<file path="src/rtl/loader_pkg.sv">
// Shared types and constants for the serial program loader.
// Holds the loader FSM encoding, the receiver state encoding and the frame sync value.
package loader_pkg;

    localparam logic [7:0] SYNC_BYTE = 8'hA5;

    typedef enum logic [3:0] {
        ST_IDLE   = 4'd0,
        ST_LEN_H  = 4'd1,
        ST_LEN_L  = 4'd2,
        ST_ADDR_H = 4'd3,
        ST_ADDR_L = 4'd4,
        ST_DATA   = 4'd5,
`ifdef PROG_LOADER_CHECKSUM_EN
        ST_CSUM   = 4'd6,
`endif
        ST_DONE   = 4'd7,
        ST_ERR    = 4'd8
    } state_e;

    typedef enum logic [1:0] {
        RX_IDLE  = 2'd0,
        RX_START = 2'd1,
        RX_DATA  = 2'd2,
        RX_STOP  = 2'd3
    } rx_state_e;

endpackage

</file>
<file path="src/rtl/uart_rx.sv">
// 8N1 UART receiver: 2-flop synchronizer, mid-bit sampling, single-cycle
// byte_valid_o / framing_err_o pulses with the byte held on byte_o.
module uart_rx
    import loader_pkg::*;
#(
    parameter int CLKS_PER_BIT = 434
) (
    input  logic       clk,
    input  logic       rst,
    input  logic       rx_i,
    output logic [7:0] byte_o,
    output logic       byte_valid_o,
    output logic       framing_err_o
);

    localparam int CW = $clog2(CLKS_PER_BIT) + 1;
    localparam logic [CW-1:0] HALF_LAST = CW'(CLKS_PER_BIT / 2 - 1);
    localparam logic [CW-1:0] BIT_LAST  = CW'(CLKS_PER_BIT - 1);

    logic [1:0]    sync_q;
    logic          rx_s;
    rx_state_e     state_q, state_d;
    logic [CW-1:0] cnt_q, cnt_d;
    logic [2:0]    bit_q, bit_d;
    logic [7:0]    shift_q, shift_d;
    logic          valid_q, valid_d;
    logic          ferr_q, ferr_d;

    assign rx_s          = sync_q[1];
    assign byte_o        = shift_q;
    assign byte_valid_o  = valid_q;
    assign framing_err_o = ferr_q;

    // Input synchronizer; resets to the idle (high) line level.
    always_ff @(posedge clk or posedge rst) begin
        if (rst) begin
            sync_q <= 2'b11;
        end else begin
            sync_q <= {sync_q[0], rx_i};
        end
    end

    // Receiver state register.
    always_ff @(posedge clk or posedge rst) begin
        if (rst) begin
            state_q <= RX_IDLE;
            cnt_q   <= '0;
            bit_q   <= 3'd0;
            shift_q <= 8'h00;
            valid_q <= 1'b0;
            ferr_q  <= 1'b0;
        end else begin
            state_q <= state_d;
            cnt_q   <= cnt_d;
            bit_q   <= bit_d;
            shift_q <= shift_d;
            valid_q <= valid_d;
            ferr_q  <= ferr_d;
        end
    end

    // Bit timing: start qualified at half a bit, data and stop sampled a full bit apart.
    always_comb begin
        state_d = state_q;
        cnt_d   = cnt_q;
        bit_d   = bit_q;
        shift_d = shift_q;
        valid_d = 1'b0;
        ferr_d  = 1'b0;
        case (state_q)
            RX_IDLE: begin
                cnt_d = '0;
                bit_d = 3'd0;
                if (!rx_s) begin
                    state_d = RX_START;
                end else begin
                    state_d = RX_IDLE;
                end
            end
            RX_START: begin
                if (cnt_q == HALF_LAST) begin
                    cnt_d   = '0;
                    state_d = rx_s ? RX_IDLE : RX_DATA;
                end else begin
                    cnt_d = cnt_q + CW'(1);
                end
            end
            RX_DATA: begin
                if (cnt_q == BIT_LAST) begin
                    cnt_d   = '0;
                    shift_d = {rx_s, shift_q[7:1]};
                    if (bit_q == 3'd7) begin
                        state_d = RX_STOP;
                    end else begin
                        bit_d = bit_q + 3'd1;
                    end
                end else begin
                    cnt_d = cnt_q + CW'(1);
                end
            end
            RX_STOP: begin
                if (cnt_q == BIT_LAST) begin
                    cnt_d   = '0;
                    state_d = RX_IDLE;
                    valid_d = rx_s;
                    ferr_d  = !rx_s;
                end else begin
                    cnt_d = cnt_q + CW'(1);
                end
            end
            default: begin
                state_d = RX_IDLE;
            end
        endcase
    end

endmodule

</file>
<file path="src/rtl/prog_loader.sv">
// Serial program loader: parses SYNC/LEN/ADDR/data frames and writes RAM port A.
// Define PROG_LOADER_CHECKSUM_EN to expect and verify a trailing checksum byte.
module prog_loader
    import loader_pkg::*;
#(
    parameter int CLKS_PER_BIT = 434,
    parameter int TIMEOUT_CLKS = 5_000_000
) (
    input  logic        clk,
    input  logic        rst,
    input  logic        uart_rx,
    output logic [15:0] ram_address,
    output logic [7:0]  ram_data,
    output logic        ram_wren,
    output logic        cpu_hold,
    output logic        busy,
    output logic        done,
    output logic        error
);

    localparam logic [31:0] TMO_LIMIT = 32'(TIMEOUT_CLKS);

    logic [7:0]  rx_byte_s;
    logic        rx_valid_s;
    logic        rx_ferr_s;
    logic        fail_s;

    state_e      state_q, state_d;
    logic [15:0] ptr_q, ptr_d;
    logic [15:0] len_q, len_d;
    logic [7:0]  data_q, data_d;
    logic        wren_q, wren_d;
    logic        hold_q, hold_d;
    logic        busy_q, busy_d;
    logic        done_q, done_d;
    logic        err_q, err_d;
    logic [31:0] tmo_q, tmo_d;
`ifdef PROG_LOADER_CHECKSUM_EN
    logic [7:0]  sum_q, sum_d;
`endif

    uart_rx #(
        .CLKS_PER_BIT (CLKS_PER_BIT)
    ) u_rx (
        .clk           (clk),
        .rst           (rst),
        .rx_i          (uart_rx),
        .byte_o        (rx_byte_s),
        .byte_valid_o  (rx_valid_s),
        .framing_err_o (rx_ferr_s)
    );

    assign ram_address = ptr_q;
    assign ram_data    = data_q;
    assign ram_wren    = wren_q;
    assign cpu_hold    = hold_q;
    assign busy        = busy_q;
    assign done        = done_q;
    assign error       = err_q;

    // busy is high exactly while a frame is being parsed, so it gates failure detection.
    assign fail_s = busy_q && (rx_ferr_s || (tmo_q >= TMO_LIMIT));

    // Loader state and output registers.
    always_ff @(posedge clk or posedge rst) begin
        if (rst) begin
            state_q <= ST_IDLE;
            ptr_q   <= 16'h0000;
            len_q   <= 16'h0000;
            data_q  <= 8'h00;
            wren_q  <= 1'b0;
            hold_q  <= 1'b0;
            busy_q  <= 1'b0;
            done_q  <= 1'b0;
            err_q   <= 1'b0;
            tmo_q   <= 32'd0;
`ifdef PROG_LOADER_CHECKSUM_EN
            sum_q   <= 8'h00;
`endif
        end else begin
            state_q <= state_d;
            ptr_q   <= ptr_d;
            len_q   <= len_d;
            data_q  <= data_d;
            wren_q  <= wren_d;
            hold_q  <= hold_d;
            busy_q  <= busy_d;
            done_q  <= done_d;
            err_q   <= err_d;
            tmo_q   <= tmo_d;
`ifdef PROG_LOADER_CHECKSUM_EN
            sum_q   <= sum_d;
`endif
        end
    end

    // Frame parser; status outputs change together with the state they belong to.
    always_comb begin
        state_d = state_q;
        ptr_d   = ptr_q;
        len_d   = len_q;
        data_d  = data_q;
        wren_d  = 1'b0;
        hold_d  = hold_q;
        busy_d  = busy_q;
        done_d  = done_q;
        err_d   = err_q;
`ifdef PROG_LOADER_CHECKSUM_EN
        sum_d   = sum_q;
`endif
        if (!busy_q || rx_valid_s) begin
            tmo_d = 32'd0;
        end else begin
            tmo_d = tmo_q + 32'd1;
        end

        case (state_q)
            ST_IDLE: begin
                if (rx_valid_s && (rx_byte_s == SYNC_BYTE)) begin
                    state_d = ST_LEN_H;
                    busy_d  = 1'b1;
                    hold_d  = 1'b1;
                    done_d  = 1'b0;
                    err_d   = 1'b0;
`ifdef PROG_LOADER_CHECKSUM_EN
                    sum_d   = 8'h00;
`endif
                end else begin
                    state_d = ST_IDLE;
                end
            end
            ST_LEN_H: begin
                if (rx_valid_s) begin
                    len_d[15:8] = rx_byte_s;
                    state_d     = ST_LEN_L;
                end else begin
                    state_d = ST_LEN_H;
                end
            end
            ST_LEN_L: begin
                if (rx_valid_s) begin
                    len_d[7:0] = rx_byte_s;
                    state_d    = ST_ADDR_H;
                end else begin
                    state_d = ST_LEN_L;
                end
            end
            ST_ADDR_H: begin
                if (rx_valid_s) begin
                    ptr_d[15:8] = rx_byte_s;
                    state_d     = ST_ADDR_L;
                end else begin
                    state_d = ST_ADDR_H;
                end
            end
            ST_ADDR_L: begin
                if (rx_valid_s) begin
                    ptr_d[7:0] = rx_byte_s;
                    if (len_q != 16'h0000) begin
                        state_d = ST_DATA;
                    end else begin
`ifdef PROG_LOADER_CHECKSUM_EN
                        state_d = ST_CSUM;
`else
                        state_d = ST_DONE;
                        done_d  = 1'b1;
                        busy_d  = 1'b0;
                        hold_d  = 1'b0;
`endif
                    end
                end else begin
                    state_d = ST_ADDR_L;
                end
            end
            ST_DATA: begin
                // A byte raises the strobe; the strobe cycle advances the pointer.
                if (rx_valid_s) begin
                    data_d = rx_byte_s;
                    wren_d = 1'b1;
                    len_d  = len_q - 16'd1;
`ifdef PROG_LOADER_CHECKSUM_EN
                    sum_d  = sum_q + rx_byte_s;
`endif
                end else if (wren_q) begin
                    ptr_d = ptr_q + 16'd1;
                    if (len_q == 16'h0000) begin
`ifdef PROG_LOADER_CHECKSUM_EN
                        state_d = ST_CSUM;
`else
                        state_d = ST_DONE;
                        done_d  = 1'b1;
                        busy_d  = 1'b0;
                        hold_d  = 1'b0;
`endif
                    end else begin
                        state_d = ST_DATA;
                    end
                end else begin
                    state_d = ST_DATA;
                end
            end
`ifdef PROG_LOADER_CHECKSUM_EN
            ST_CSUM: begin
                if (rx_valid_s) begin
                    busy_d = 1'b0;
                    if (rx_byte_s == sum_q) begin
                        state_d = ST_DONE;
                        done_d  = 1'b1;
                        hold_d  = 1'b0;
                    end else begin
                        state_d = ST_ERR;
                        err_d   = 1'b1;
                        hold_d  = 1'b1;
                    end
                end else begin
                    state_d = ST_CSUM;
                end
            end
`endif
            ST_DONE: begin
                state_d = ST_IDLE;
            end
            ST_ERR: begin
                state_d = ST_IDLE;
            end
            default: begin
                state_d = ST_IDLE;
            end
        endcase

        if (fail_s) begin
            state_d = ST_ERR;
            err_d   = 1'b1;
            busy_d  = 1'b0;
            hold_d  = 1'b1;
            wren_d  = 1'b0;
        end else begin
            state_d = state_d;
        end
    end

endmodule

</file>
<file path="config.mk">
export PLATFORM = sky130hd
export DESIGN_NAME = prog_loader
export DESIGN_NICKNAME = d
export VERILOG_FILES = /design/src/rtl/loader_pkg.sv /design/src/rtl/uart_rx.sv /design/src/rtl/prog_loader.sv
export SDC_FILE = /design/constraint.sdc
export NUM_CORES = 1
export LEC_CHECK = 0
export CAP_MARGIN = 20
export CELL_PAD_IN_SITES_DETAIL_PLACEMENT = 1
export CELL_PAD_IN_SITES_GLOBAL_PLACEMENT = 1
export CORE_ASPECT_RATIO = 1.2
export CORE_MARGIN = 2
export CORE_UTILIZATION = 35
export CTS_BUF_LIST = sky130_fd_sc_hd__clkbuf_8
export DETAILED_ROUTE_END_ITERATION = 7
export PLACE_DENSITY_LB_ADDON = 0.25
export SLEW_MARGIN = 20
export SYNTH_ARGS = -nofsm -noshare
export SYNTH_HDL_FRONTEND = slang
export SYNTH_SLANG_ARGS = --single-unit
</file>
<file path="constraint.sdc">
create_clock -name clk -period 3.6 [get_ports clk]
set_input_delay 0.36 -clock clk [delete_from_list [all_inputs] [get_ports clk]]
set_output_delay 0.36 -clock clk [all_outputs]
set_load 0.02 [all_outputs]
</file>
## After elaboration in Yosys (flattened, before gate mapping)

Cells that the tools add are included.

- Register bits after elaboration: 108
- Bits of input ports: 3
- Output and inout bits: 29
- Logic and storage cells: 147

- Add/sub/neg operators: 5
- Order comparisons: 1
- Equality and inequality tests: 33
- Multiplexer cells: 58
- Reductions and logical operators: 31

Operators with widths:

| cell | count |
|---|---|
| case mux 8 bit (2 select lines) | 4 |
| two-way mux 16 bit | 3 |
| adder 32 x 1 -> 32 bit, second input constant | 1 |
| greater-or-equal comparator 32 x 23 -> 1 bit, second input constant | 1 |
| two-way mux 32 bit | 1 |
| case mux 10 bit (3 select lines) | 1 |
| two-way mux 1 bit | 26 |
| case mux 4 bit (6 select lines) | 1 |
| two-way mux 10 bit | 2 |
| two-way mux 2 bit | 9 |
| != test 2 x 1 -> 1 bit, second input constant | 9 |
| adder 16 x 1 -> 16 bit, second input constant | 1 |
| zero test 16 bit | 1 |
| nonzero test 16 bit | 1 |
| subtractor 16 x 1 -> 16 bit, second input constant | 1 |
| != test 3 bit, second input constant | 5 |
| AND reduction 7 bit | 2 |
| nonzero test 2 bit | 7 |
| two-way mux 4 bit | 3 |
| != test 2 bit, second input constant | 6 |
| AND reduction 4 bit | 3 |
| adder 10 x 1 -> 10 bit, second input constant | 1 |
| == test 10 x 8 -> 1 bit, second input constant | 1 |
| == test 10 x 9 -> 1 bit, second input constant | 1 |
| other kinds (24) | 37 |

## Depth between registers and ports, before layout

- Word-level depth: 6
- Mapped depth: 7
- Gate-level depth less buffers: 6

## Cells and area by module

A second synthesis with hierarchy kept.

- Cells, all modules: 584
- Area, all modules: 5784.3 um^2

By module, submodules not included:

| module | instances | cells each | area an instance (um^2) | seq. area each (um^2) |
|---|---|---|---|---|
| prog_loader | 1 | 466 | 4414.2 | 2026.9 |
| uart_rx | 1 | 118 | 1370.1 | 678.2 |

## Worst setup path after synthesis

OpenSTA, ideal clock, no wires.

- Path type: flip-flop to flip-flop
- From: register len_q[0]
- To: register len_q[10]
- Setup time: 0.079 ns
- Data arrival time: 2.139 ns
- Required time: 3.521 ns
- Slack: 1.382 ns
- Cell stages (with the launch flop): 8
- Path buffers: 1
- Clock period less this slack: 2.218 ns
- Path through: dfrtp_1 > inv_1 > ha_1 > or4b_2 > clkbuf_1 > or3_2 > a21oi_1 > a2bb2oi_1

- Cells in the longest elaborated chain, start to end: 3

RTL lines:

| what | line | source |
|---|---|---|
| start: declaration | prog_loader.sv:30 | `logic [15:0] len_q, len_d;` |
| start signal: assignment | prog_loader.sv:83 | `len_q <= len_d;` |
| subtractor 16 x 1 -> 16 bit | prog_loader.sv:180 | `len_d = len_q - 16'd1;` |
| two-way mux 16 bit | prog_loader.sv:177 | `if (rx_valid_s) begin` |
| case mux 8 bit (2 select lines) | prog_loader.sv:117 | `case (state_q)` |

No other way between the ends. The select of a mux whose other input is x is not followed.
A chain may end at the register's enable or synchronous reset.

## Worst setup path after layout

- From: register tmo_q[7]
- To: register tmo_q[31]

- Cells in the longest elaborated chain, start to end: 2

RTL lines:

| what | line | source |
|---|---|---|
| start: declaration | prog_loader.sv:37 | `logic [31:0] tmo_q, tmo_d;` |
| start signal: assignment | prog_loader.sv:90 | `tmo_q <= tmo_d;` |
| adder 32 x 1 -> 32 bit | prog_loader.sv:114 | `tmo_d = tmo_q + 32'd1;` |
| two-way mux 32 bit | prog_loader.sv:111 | `if (!busy_q \|\| rx_valid_s) begin` |
| via tmo_d[31] | prog_loader.sv:37 |  |

The timed path passes the listed nets, and every way through them passes these cells.

==> flow_metrics.tcl <==
set metrics [dict create \
    vias 4858 \
    crit_fanout 16 \
    yosysMostFrequentCell "dfrtp_1" \
    final_hold_viol_count 0 \
    slew_viol_final 0 \
    gp_congestion 0.8412 \
    ys_seq_area_frac 0.4659 \
    max_freq_ghz 0.4169 \
    synth_cell_types 71 \
    postSynth.asyncResetShare 1.000 \
    cts_sinks 108 \
    dp_hpwl_um 10610 \
    synth_nets 616 \
    critPathRequiredTime_ps 3910 \
    rsz0062_at_grt "no" \
    fin_crit_ps 2399 \
    overflow 0 \
    end_kind "register" \
    die_y_um 145.1 \
    tns_ps 0 \
    max_slew_margin 0.3918 \
    synth-seq-cells 108 \
    synth_edf_count 0 \
    drive_gt1_frac 0.09698 \
    drc 0 \
    cts_resized 0 \
    ys_top_cells_by_count "106 x dfrtp_1, 50 x nor2_1, 37 x a21oi_1" \
    yosys.area.top_type_share 0.4569 \
    ff2ff_path_depth 4 \
    diodes 0 \
    antenna_left 0 \
    arrival_ps 2710 \
    synthTopCellsByArea "dfrtp_1 46%, nor2_1 3.2%, a21oi_1 3.2%" \
    cts_made_buffers 9 \
    p_leak_nw 2.680 \
    clock_latency_ps 390 \
    max-vdd-ir-drop_mv 0.1457 \
    row_count 51 \
    num_io_pins 32 \
    syn_area_sq_mm 0.005806 \
    grt_pass1_vias 5003 \
    drt-total-wl_um 15100 \
    clockRootBuffer "clkbuf_8" \
    cts_hold_buf 0 \
    syn_area_per_cell_sq_um 9.628 \
    min_period_over_period 0.6663 \
    dieArea_sq_mm 0.01764 \
    synth_top_cell_by_area "dfrtp_1" \
    cap_violations 0 \
    viasPerCell 5.776 \
    status "complete, no violations" \
    core_area_sq_mm 0.01621 \
    port_buffers 31 \
    path_clk_slew_ps 120 \
    clockBufferDepth 2 \
    post-cts-setup-buffers 0 \
    tritoncts "built" \
    htree_levels 3 \
    grt_pass1_wl_um 25390 \
    routedWlPerCell_um 17.96 \
    start_kind "register" \
    nNetsFinal 637 \
    hp-class "in -> reg" \
    yosys_warnings 0 \
    die_w_um 121.6 \
    synthFlopType "dfrtp_1" \
    hold_ws_ps 371.6 \
    setup_viol 0 \
    start_util 0.3582 \
    synthCells 603 \
    area_growth_pct 13.43 \
    tightest_slew_ps 908.0 \
    antenna_found_initial 0 \
    hold_depth 1 \
    drt_iter0_markers 232 \
    crit_type "reg -> reg" \
    track_usage 0.1774 \
    grt_max_degree 67 \
    clock_skew_ps 17.73 \
    powerDensity_mw_per_mm2 306.3 \
    drt_first_pass_iters 5 \
]
## metrics by stage
stage	cell area, sq um	setup WS (ps)	power [W]	utilization	instances
2_1_floorplan	5806	397.7	0.001257	-	603
3_3_place_gp	6371	1341	0.001270	0.3931	825
3_5_place_dp	6371	1278	0.001271	0.3931	825
4_1_cts	6585	1195	0.002057	0.4063	841
5_1_grt	6585	1021	0.002104	0.4063	841
6_report	6585	1201	0.002017	0.4063	841
## path summary, 6_finish.rpt
kind	slack (ps)	end	from
worst max-delay path	1200	tmo_q[31]	tmo_q[7]
worst min-delay path	370	u_rx.sync_q[0]	uart_rx
worst max register to register	1200	tmo_q[31]	tmo_q[7]
worst min register to register	370	u_rx.sync_q[1]	u_rx.sync_q[0]
max in group asynchronous	2370	tmo_q[29]	rst
min in group asynchronous	480	u_rx.bit_q[2]	rst
## layout make-up
cell class	instances	area [sq um]
clock inverter	7	90.09
timing repair buffer	40	390.4
inverter	28	107.6
clock buffer	9	123.9
sequential	108	2705
multi-input combinational	437	2903
fill	1887	9623
tap	212	265.3
## routing by layer
layer / vias to the layer above / share of wire / track usage
li1: 2297 / - / -
met2: 67 / 0.51 / 0.3053
met4: 0 / 0.0092 / 0.03678
met5: - / 0 / 0
met3: 12 / 0.029 / 0.03381
met1: 2482 / 0.45 / 0.2311
## logic make-up after synthesis
kind of cell | share of synthesized area
simple gates | 0.2349
compound gates | 0.1653
flops | 0.4659
buf+inv | 0.03771
xor+xnor | 0.03319
mux | 0.04138
fa+ha+maj | 0.02155
## where the power goes
part           switching, W  leakage [nW]  internal (W)
Sequential      0.000000914          1.49       0.00121
Combinational     0.0000251          1.09    0.00000445
Clock              0.000492         0.101      0.000280
## layout by cell type, fill, tap and decap left out, types with 9 or more instances in the layout
cell type        synthesis  routed
dfrtp_1                106     106
clkdlybuf4s50_1          0      31
o31ai_1                 16      16
o21ai_0                 24      24
nor4_1                  10      10
nand4_1                 20      20
nand3_1                 31      31
inv_1                   28      27
ha_1                    10      10
nor3_1                  13      13
clkbuf_8                 0       9
and3_1                  11      11
xor2_1                  15      15
nand2_1                 30      30
nor2_1                  50      50
a21oi_1                 37      37
or4_1                   14      14
mux2_2                  16      16
## worst max-delay path: stages (launching register included)
cell,delay [ps]
dfrtp_1,490
nand4_2,230
or4_1,810
or4_1,610
a21oi_1,170
## sequential cells by signal, indices dropped and copies added, names as in the netlist, 2 cells and up, named ones only
name / flops
tmo_q: 32
len_q: 16
ram_address: 16
u_rx.cnt_q: 10
ram_data: 8
u_rx.byte_o: 8
state_q: 4
u_rx.bit_q: 3
u_rx.sync_q: 2
Power figures use the tool's default switching activity.
